## src/rtl/typedefs_pkg.sv

```systemverilog
`default_nettype none
// ============================================================================
//  Module      : typedefs_pkg
//  Description : Shared widths, item type and difficulty-to-length table for
//                the Genius sequence datapath.
//  Revision    : 1.0 - initial release
// ============================================================================
package typedefs_pkg;

  localparam int DATA_WIDTH = 4;
  localparam int ADDR_WIDTH = 5;

  // One bit per button/LED; a colour item is always one-hot.
  typedef logic [DATA_WIDTH-1:0] item_t;

  // Target sequence length for each difficulty setting.
  localparam int DIFF_LEN_0 = 8;
  localparam int DIFF_LEN_1 = 16;
  localparam int DIFF_LEN_2 = 24;
  localparam int DIFF_LEN_3 = 31;

endpackage
`default_nettype wire

```

## src/rtl/sequence_lfsr.sv

```systemverilog
`default_nettype none
// ============================================================================
//  Module      : sequence_lfsr
//  Description : 8-bit Fibonacci LFSR (x^8+x^6+x^5+x^4+1) producing a one-hot
//                colour item from its two low state bits.
//  Revision    : 1.0 - initial release
// ============================================================================
module sequence_lfsr
  import typedefs_pkg::*;
#(
  parameter logic [7:0] LFSR_SEED = 8'hA5
) (
  input  logic  clk,
  input  logic  rst,
  output item_t item
);

  logic [7:0] r_lfsr;
  logic       w_feedback;

  assign w_feedback = r_lfsr[7] ^ r_lfsr[5] ^ r_lfsr[4] ^ r_lfsr[3];

  // Free-running shift; an all-zero state would lock up, so it reloads the seed.
  always_ff @(posedge clk) begin
    if (rst) begin
      r_lfsr <= LFSR_SEED;
    end else if (r_lfsr == 8'h00) begin
      r_lfsr <= LFSR_SEED;
    end else begin
      r_lfsr <= {r_lfsr[6:0], w_feedback};
    end
  end

  assign item = item_t'(1) << r_lfsr[1:0];

endmodule
`default_nettype wire

```

## src/rtl/sequence_datapath.sv

```systemverilog
`default_nettype none
// ============================================================================
//  Module      : sequence_datapath
//  Description : Datapath responder to the Genius controller FSM. Executes
//                single-cycle command strobes: settings latch, random item
//                generation, sequence memory, index counters, LEDs and score.
//  Revision    : 1.0 - initial release
// ============================================================================
module sequence_datapath #(
  parameter int         DATA_WIDTH      = 4,
  parameter int         DIFICULTY_WIDTH = 2,
  parameter int         ADDR_WIDTH      = 5,
  parameter int         SCORE_WIDTH     = 8,
  parameter logic [7:0] LFSR_SEED       = 8'hA5
) (
  input  logic                       clk,
  input  logic                       rst,
  input  logic [DATA_WIDTH-1:0]      player_input,
  input  logic [DIFICULTY_WIDTH-1:0] difficulty,
  input  logic                       speed,
  input  logic                       mode,
  input  logic                       settings_wr,
  input  logic                       player_wr,
  input  logic                       mem_wr,
  input  logic                       mem_rd,
  input  logic                       inc_match_index,
  input  logic                       inc_sequence_index,
  input  logic                       rst_match,
  input  logic                       rst_sequence,
  input  logic                       enable_led,
  input  logic                       update_score,
  output logic [DATA_WIDTH-1:0]      sequence_item,
  output logic [ADDR_WIDTH-1:0]      match_index,
  output logic [ADDR_WIDTH-1:0]      sequence_index,
  output logic [ADDR_WIDTH-1:0]      difficulty_index,
  output logic [DATA_WIDTH-1:0]      player_item,
  output logic                       speed_q,
  output logic                       mode_q,
  output logic [DATA_WIDTH-1:0]      leds,
  output logic [SCORE_WIDTH-1:0]     score
);

  import typedefs_pkg::*;

  localparam logic [ADDR_WIDTH-1:0]  c_IDX_MAX   = '1;
  localparam logic [SCORE_WIDTH-1:0] c_SCORE_MAX = '1;

  logic [DATA_WIDTH-1:0]      r_mem [2**ADDR_WIDTH];
  logic [DIFICULTY_WIDTH-1:0] r_difficulty;
  logic [DATA_WIDTH-1:0]      w_new_item;
  logic [SCORE_WIDTH:0]       w_score_sum;

  sequence_lfsr #(
    .LFSR_SEED (LFSR_SEED)
  ) u_lfsr (
    .clk  (clk),
    .rst  (rst),
    .item (w_new_item)
  );

  // Sequence memory: no reset on contents; writes are discarded during rst.
  always_ff @(posedge clk) begin
    if (!rst && mem_wr) begin
      r_mem[sequence_index] <= w_new_item;
    end
  end

  // Registered read; a same-address write in the same cycle forwards the new item.
  always_ff @(posedge clk) begin
    if (rst) begin
      sequence_item <= '0;
    end else if (mem_rd) begin
      if (mem_wr && (match_index == sequence_index)) begin
        sequence_item <= w_new_item;
      end else begin
        sequence_item <= r_mem[match_index];
      end
    end
  end

  // Match index: clear beats increment, increment saturates.
  always_ff @(posedge clk) begin
    if (rst || rst_match) begin
      match_index <= '0;
    end else if (inc_match_index && (match_index != c_IDX_MAX)) begin
      match_index <= match_index + 1'b1;
    end
  end

  // Sequence index: clear beats increment, increment saturates.
  always_ff @(posedge clk) begin
    if (rst || rst_sequence) begin
      sequence_index <= '0;
    end else if (inc_sequence_index && (sequence_index != c_IDX_MAX)) begin
      sequence_index <= sequence_index + 1'b1;
    end
  end

  // Game settings latch.
  always_ff @(posedge clk) begin
    if (rst) begin
      r_difficulty <= '0;
      speed_q      <= 1'b0;
      mode_q       <= 1'b0;
    end else if (settings_wr) begin
      r_difficulty <= difficulty;
      speed_q      <= speed;
      mode_q       <= mode;
    end
  end

  // Target length decoded from the latched difficulty.
  always_comb begin
    difficulty_index = ADDR_WIDTH'(DIFF_LEN_0);
    case (r_difficulty)
      DIFICULTY_WIDTH'(1): difficulty_index = ADDR_WIDTH'(DIFF_LEN_1);
      DIFICULTY_WIDTH'(2): difficulty_index = ADDR_WIDTH'(DIFF_LEN_2);
      DIFICULTY_WIDTH'(3): difficulty_index = ADDR_WIDTH'(DIFF_LEN_3);
      default:             difficulty_index = ADDR_WIDTH'(DIFF_LEN_0);
    endcase
  end

  // Player input latch; an all-zero vector means no press and is ignored.
  always_ff @(posedge clk) begin
    if (rst) begin
      player_item <= '0;
    end else if (player_wr && (|player_input)) begin
      player_item <= player_input;
    end
  end

  // LED drive follows the registered item only while enabled.
  always_ff @(posedge clk) begin
    if (rst) begin
      leds <= '0;
    end else if (enable_led) begin
      leds <= sequence_item;
    end else begin
      leds <= '0;
    end
  end

  // One extra bit on the sum catches overflow for saturation.
  assign w_score_sum = {1'b0, score} + (SCORE_WIDTH+1)'(sequence_index);

  // Score accumulates the current sequence length, saturating at full scale.
  always_ff @(posedge clk) begin
    if (rst) begin
      score <= '0;
    end else if (update_score) begin
      if (w_score_sum[SCORE_WIDTH]) begin
        score <= c_SCORE_MAX;
      end else begin
        score <= w_score_sum[SCORE_WIDTH-1:0];
      end
    end
  end

endmodule
`default_nettype wire

```

## config.mk

```make
export PLATFORM = sky130hd
export DESIGN_NAME = sequence_datapath
export DESIGN_NICKNAME = d
export VERILOG_FILES = /design/src/rtl/typedefs_pkg.sv /design/src/rtl/sequence_lfsr.sv /design/src/rtl/sequence_datapath.sv
export SDC_FILE = /design/constraint.sdc
export NUM_CORES = 1
export LEC_CHECK = 0
export BUFFER_PORTS_ARGS = -buffer_cell sky130_fd_sc_hd__buf_2
export CAP_MARGIN = 25
export CELL_PAD_IN_SITES_DETAIL_PLACEMENT = 0
export CELL_PAD_IN_SITES_GLOBAL_PLACEMENT = 1
export CORE_MARGIN = 8
export CORE_UTILIZATION = 50
export DETAILED_ROUTE_END_ITERATION = 8
export GPL_TIMING_DRIVEN = 0
export PLACE_DENSITY = 0.76
export SYNTH_ARGS = -nofsm -noshare
export SYNTH_HDL_FRONTEND = slang
export SYNTH_HIERARCHICAL = 1
export SYNTH_SLANG_ARGS = --single-unit
export TNS_END_PERCENT = 20
```

## constraint.sdc

```tcl
create_clock -name clk -period 2.52 [get_ports clk]
set_input_delay 0.252 -clock clk [delete_from_list [all_inputs] [get_ports clk]]
set_output_delay 0.252 -clock clk [all_outputs]
set_load 0.01 [all_outputs]
```

### Word-level counts from Yosys, hierarchy flattened

Memories as Yosys holds them, arrays and structs flattened. A register that Yosys moved wholly into a read port is not among the register bits.
Index checks and enable logic that the tools add are counted.

* flip-flop bits (word level): 38
* memories: 1
* memory bits (writable): 128
* output and inout port bits: 37
* word-level logic and storage cells: 38
* bits of input ports: 20

Memories
* r_mem: words 32, width 4, read ports 1, clocked after memory_dff 1, write ports 1, line sequence_datapath.sv:48 `logic [DATA_WIDTH-1:0] r_mem [2**ADDR_WIDTH];`

* equality and inequality tests: 5
* shift operators: 1
* $add $sub $neg: 3
* muxes and demuxes: 4
* bitwise operators: 4
* reductions and logical operators: 11

Operators by type and width (count)
* $pmux W5 S3: 1
* $add A5 B1 Y5 const B: 2
* $ne A5 B5 Y1 const B: 2
* $add A8 B5 Y9: 1
* $logic_not A8 Y1: 1
* $mux W8: 1
* $eq A2 B2 Y1 const B: 2
* $logic_and A1 B1 Y1: 4
* $reduce_or A2 Y1: 2
* $reduce_or A4 Y1: 1
* $shl A1 B2 Y4 const A: 1
* $xor A1 B1 Y1: 3
* $eq A2 B1 Y1 const B: 1
* $logic_or A1 B1 Y1: 2
* $mux W1: 2
* $logic_not A1 Y1: 1
* $not A1 Y1: 1

### Longest topological paths before layout

* depth after elaboration: 4
* depth in mapped cells: 10
* mapped depth without buffers: 7

### By module

The synthesis kept the hierarchy.

By module, submodules not included
* sequence_datapath: instances 1, area each 6887.9 sq um, cells each 437
* sequence_lfsr: instances 1, area each 297.8 sq um, cells each 29

### Worst setup path before layout

No wires, ideal clock.

* path type: register to register
* from: reg sequence_index[0]
* to: reg score[0]
* path slack: 0.457 ns
* path buffers: 0
* library setup time: 0.134 ns
* arrival time: 1.929 ns
* cell stages (with the launch flop): 8
* required time: 2.386 ns
* cell sequence: dfxtp_1 > ha_1 > fa_1 > a21o_1 > a21o_1 > a21oi_1 > o21a_1 > a211oi_1

* word-level cells in the longest chain between the ends: 2

RTL lines
* start: declaration: line sequence_datapath.sv:34 `output logic [ADDR_WIDTH-1:0] sequence_index,`
* start signal: assignment: line sequence_datapath.sv:95 `sequence_index <= sequence_index + 1'b1;`
* $add A8 B5 Y9: line sequence_datapath.sv:144 `assign w_score_sum = {1'b0, score} + (SCORE_WIDTH+1)'(sequence_index);`
* $mux W8: line sequence_datapath.sv:151 `if (w_score_sum[SCORE_WIDTH]) begin`
* end signal: assignment: line sequence_datapath.sv:152 `score <= c_SCORE_MAX;`
* end signal: assignment: line sequence_datapath.sv:154 `score <= w_score_sum[SCORE_WIDTH-1:0];`
* end: declaration: line sequence_datapath.sv:40 `output logic [SCORE_WIDTH-1:0] score`

No other way between the ends.
A chain may end at the register's enable or synchronous reset.

### Worst setup path after layout

* from: reg sequence_index[0]
* to: reg score[1]

The elaborated chain is that of the path after synthesis.

==> qor.yml <==
min_delay_worst_endpoint: "sequence_index[0]"
dr.pass1.iters: 5
hold_depth: 2
startpoint_type: "flip-flop"
grt_max_degree: 34
place_ws_ns: 0.07111
cts_hold_buf: 0
die_h_um: 135.9
cts_max_path_buffers: 2
min_period_over_period_pct: 92.41
yosysSeqAreaShare_pct: 65.19
syn_avg_cell_area_um2: 15.42
min_from: "rst_sequence"
synth_area_leaders: "edfxtp_1 (53%), dfxtp_1 (12%), mux4_2 (6.3%)"
clk_pin_slew_worst_paths_ns: 0.06
fmax_ghz: 0.4294
clock-sinks: 170
cp.arrival_ns: 2.61
syn_area_mm2: 0.007186
track_usage_pct: 17.32
detail_route.vias_per_cell: 5.641
core_area_mm2: 0.01431
die_x_um: 135.9
final_hold_viol_count: 0
syn_nets: 499
rsz0062_at_grt: "false"
vias: 4163
drt_iter0_markers: 352
crit_type: "reg2reg"
critPathCaptureType: "flip-flop"
synthTopCellsByCount: "edfxtp_1 (128), nor2_1 (52), dfxtp_1 (42), mux4_2 (20), nand2_1 (16)"
fin_crit_ns: 2.329
finalWorstSetupSlack_ns: 0.1913
tightest_slew_ns: 0.7607
timing.max_cap.violations: 0
clk_latency_ns: 0.43
yosysMostFrequentCell: "edfxtp_1"
detail_route.wirelength_mm: 15.28
ys.flop_type: "edfxtp_1"
wl_per_cell_um: 20.70
ir_worst_vdd_uv: 522.4
n_antenna_cell: 0
drv_slew: 0
hp-class: "in2reg"
ctsResizeCount: 0
yosysTopAreaCell: "edfxtp_1"
yosysUniqueCellTypes: 51
dp_hpwl_mm: 10.44
drive_gt1_share_pct: 23.47
htree_levels: 4
die_area_mm2: 0.01846
status: "complete, no violations"
grt_pass1_vias: 4218
crit_required_ns: 2.81
postSynth.asyncResetShare_pct: 0
post_cts_buffers: 0
synth_edf_count: 128
cts_tree: "yes"
grt_pass1_wl_mm: 23.66
finalSetupViolations: 0
yosys_warnings: 6
tns_ns: 0
ant_nets: 0
numCtsBuffers: 17
fin_nets: 574
io_buffers: 54
syn2layout_area_growth_pct: 15.50
max_slew_margin_pct: 49.29
start_util_pct: 50.20
worstReg2RegEnd: "score[1]"
gp_congestion: 0.7541
finClkSkew_ns: 0.008352
cp_max_fo: 8
cellPowerDensity_mw_per_mm2: 725.3
timing.rr.start: "sequence_index[0]"
antenna_found_initial: 0
cts_root_buffer: "clkbuf_16"
rows: 44
synth_top_area_share_pct: 53.49
drc: 0
synth_cells: 466
overflow: 0
p_leak_nw: 2.981
ys_ff_latch: 170
worstRegToRegCells: 7
pin_count: 57
worst-r2r-setup-slack_ns: 0.19
-- per-layer routing --
metal	up-vias	global-route usage (%)	share of wire, %
met5	-	0	0
met4	0	8.786	2.7
met3	30	4.102	6.7
met2	138	27.98	48
met1	2036	21.42	43
li1	1959	-	-
-- registers in the layout (all words and copies together) (netlist names) --
| signal | count |
|---|---|
| leds | 4 |
| match_index | 5 |
| mode_q | 1 |
| player_item | 4 |
| r_difficulty | 2 |
| r_mem | 128 |
| score | 8 |
| sequence_index | 5 |
| sequence_item | 4 |
| speed_q | 1 |
| u_lfsr/r_lfsr | 8 |
-- final cells by class --
cell class / count / area, µm²
clock buffers: 20 / 436.7
fillers: 1137 / 6015
inverters: 9 / 33.78
clock inverters: 12 / 123.9
plain buffers: 26 / 178.9
multi-input cells: 261 / 2297
repair buffers: 56 / 312.8
well taps: 184 / 230.2
flip-flops and latches: 170 / 4686
-- cells by family after synthesis --
logic type,synth area share (%)
DFF,65.19
and+or+nand+nor,9.751
adders and majority gates,2.368
xor gates and xnor gates,2.072
muxes,13.42
buffers and inverters,2.908
AOI/OAI and AO/OA,4.284
-- per-stage QoR --
stage / cell area, µm² / util (%) / std cells / hold slack, ns / total power (W)
after floorplan: 7186 / - / 466 / 0.3236 / 0.003428
after global placement: 7686 / 53.70 / 704 / 0.4450 / 0.003557
after detailed placement: 7734 / 54.03 / 706 / 0.4477 / 0.003596
after CTS: 8294 / 57.95 / 738 / 0.03485 / 0.006058
after global routing: 8299 / 57.98 / 738 / 0.05120 / 0.006210
final: 8299 / 57.98 / 738 / 0.04535 / 0.006019
-- power by group --
group	internal, W	switching [W]	total [W]
logic	0.000159	0.000226	0.000385
clock network	0.00145	0.00104	0.00249
registers	0.00311	0.0000366	0.00315
-- how the worst max path moves through the flow --
stage / cells after the start / endpoint / slack, ns / start
after floorplan: 7 / score[0] / 0.46 / sequence_index[0]
after global placement: 3 / sequence_item[1] / 0.05 / u_lfsr/r_lfsr[0]
after detailed placement: 9 / match_index[3] / 0.07 / match_index[3]
after CTS: 9 / match_index[3] / 0.02 / match_index[3]
after global routing: 7 / score[0] / 0.003 / sequence_index[0]
final: 7 / score[1] / 0.19 / sequence_index[0]
-- placed cells by master (no fill, tap or decap), drive strengths merged, types with 2 or more instances in the layout --
cell / n
edfxtp: 128
buf: 72
nor2: 52
dfxtp: 42
mux4: 33
clkbuf: 30
nand2: 16
mux2i: 15
nor2b: 13
nor3: 12
ha: 12
xor2: 11
a21oi: 10
inv: 10
clkinv: 9
nand3: 7
nand3b: 6
xnor2: 6
a2111oi: 6
and2: 6
nor3b: 5
o21ai: 5
a211oi: 5
o41ai: 4
nor4: 4
and3: 4
nand2b: 3
or4: 3
or3b: 2
mux2: 2
a31oi: 2
o32ai: 2
a21o: 2
o211a: 2
nand4: 2
bufinv: 2
-- critical path: stages, from the launching register on --
cell      delay, ns
dfxtp_1        0.43
ha_1           0.29
fa_1           0.40
a21o_1         0.17
a21o_1         0.21
a21oi_1        0.31
o21a_1         0.28
a211oi_1       0.10
(Power assumes the default switching activity.)
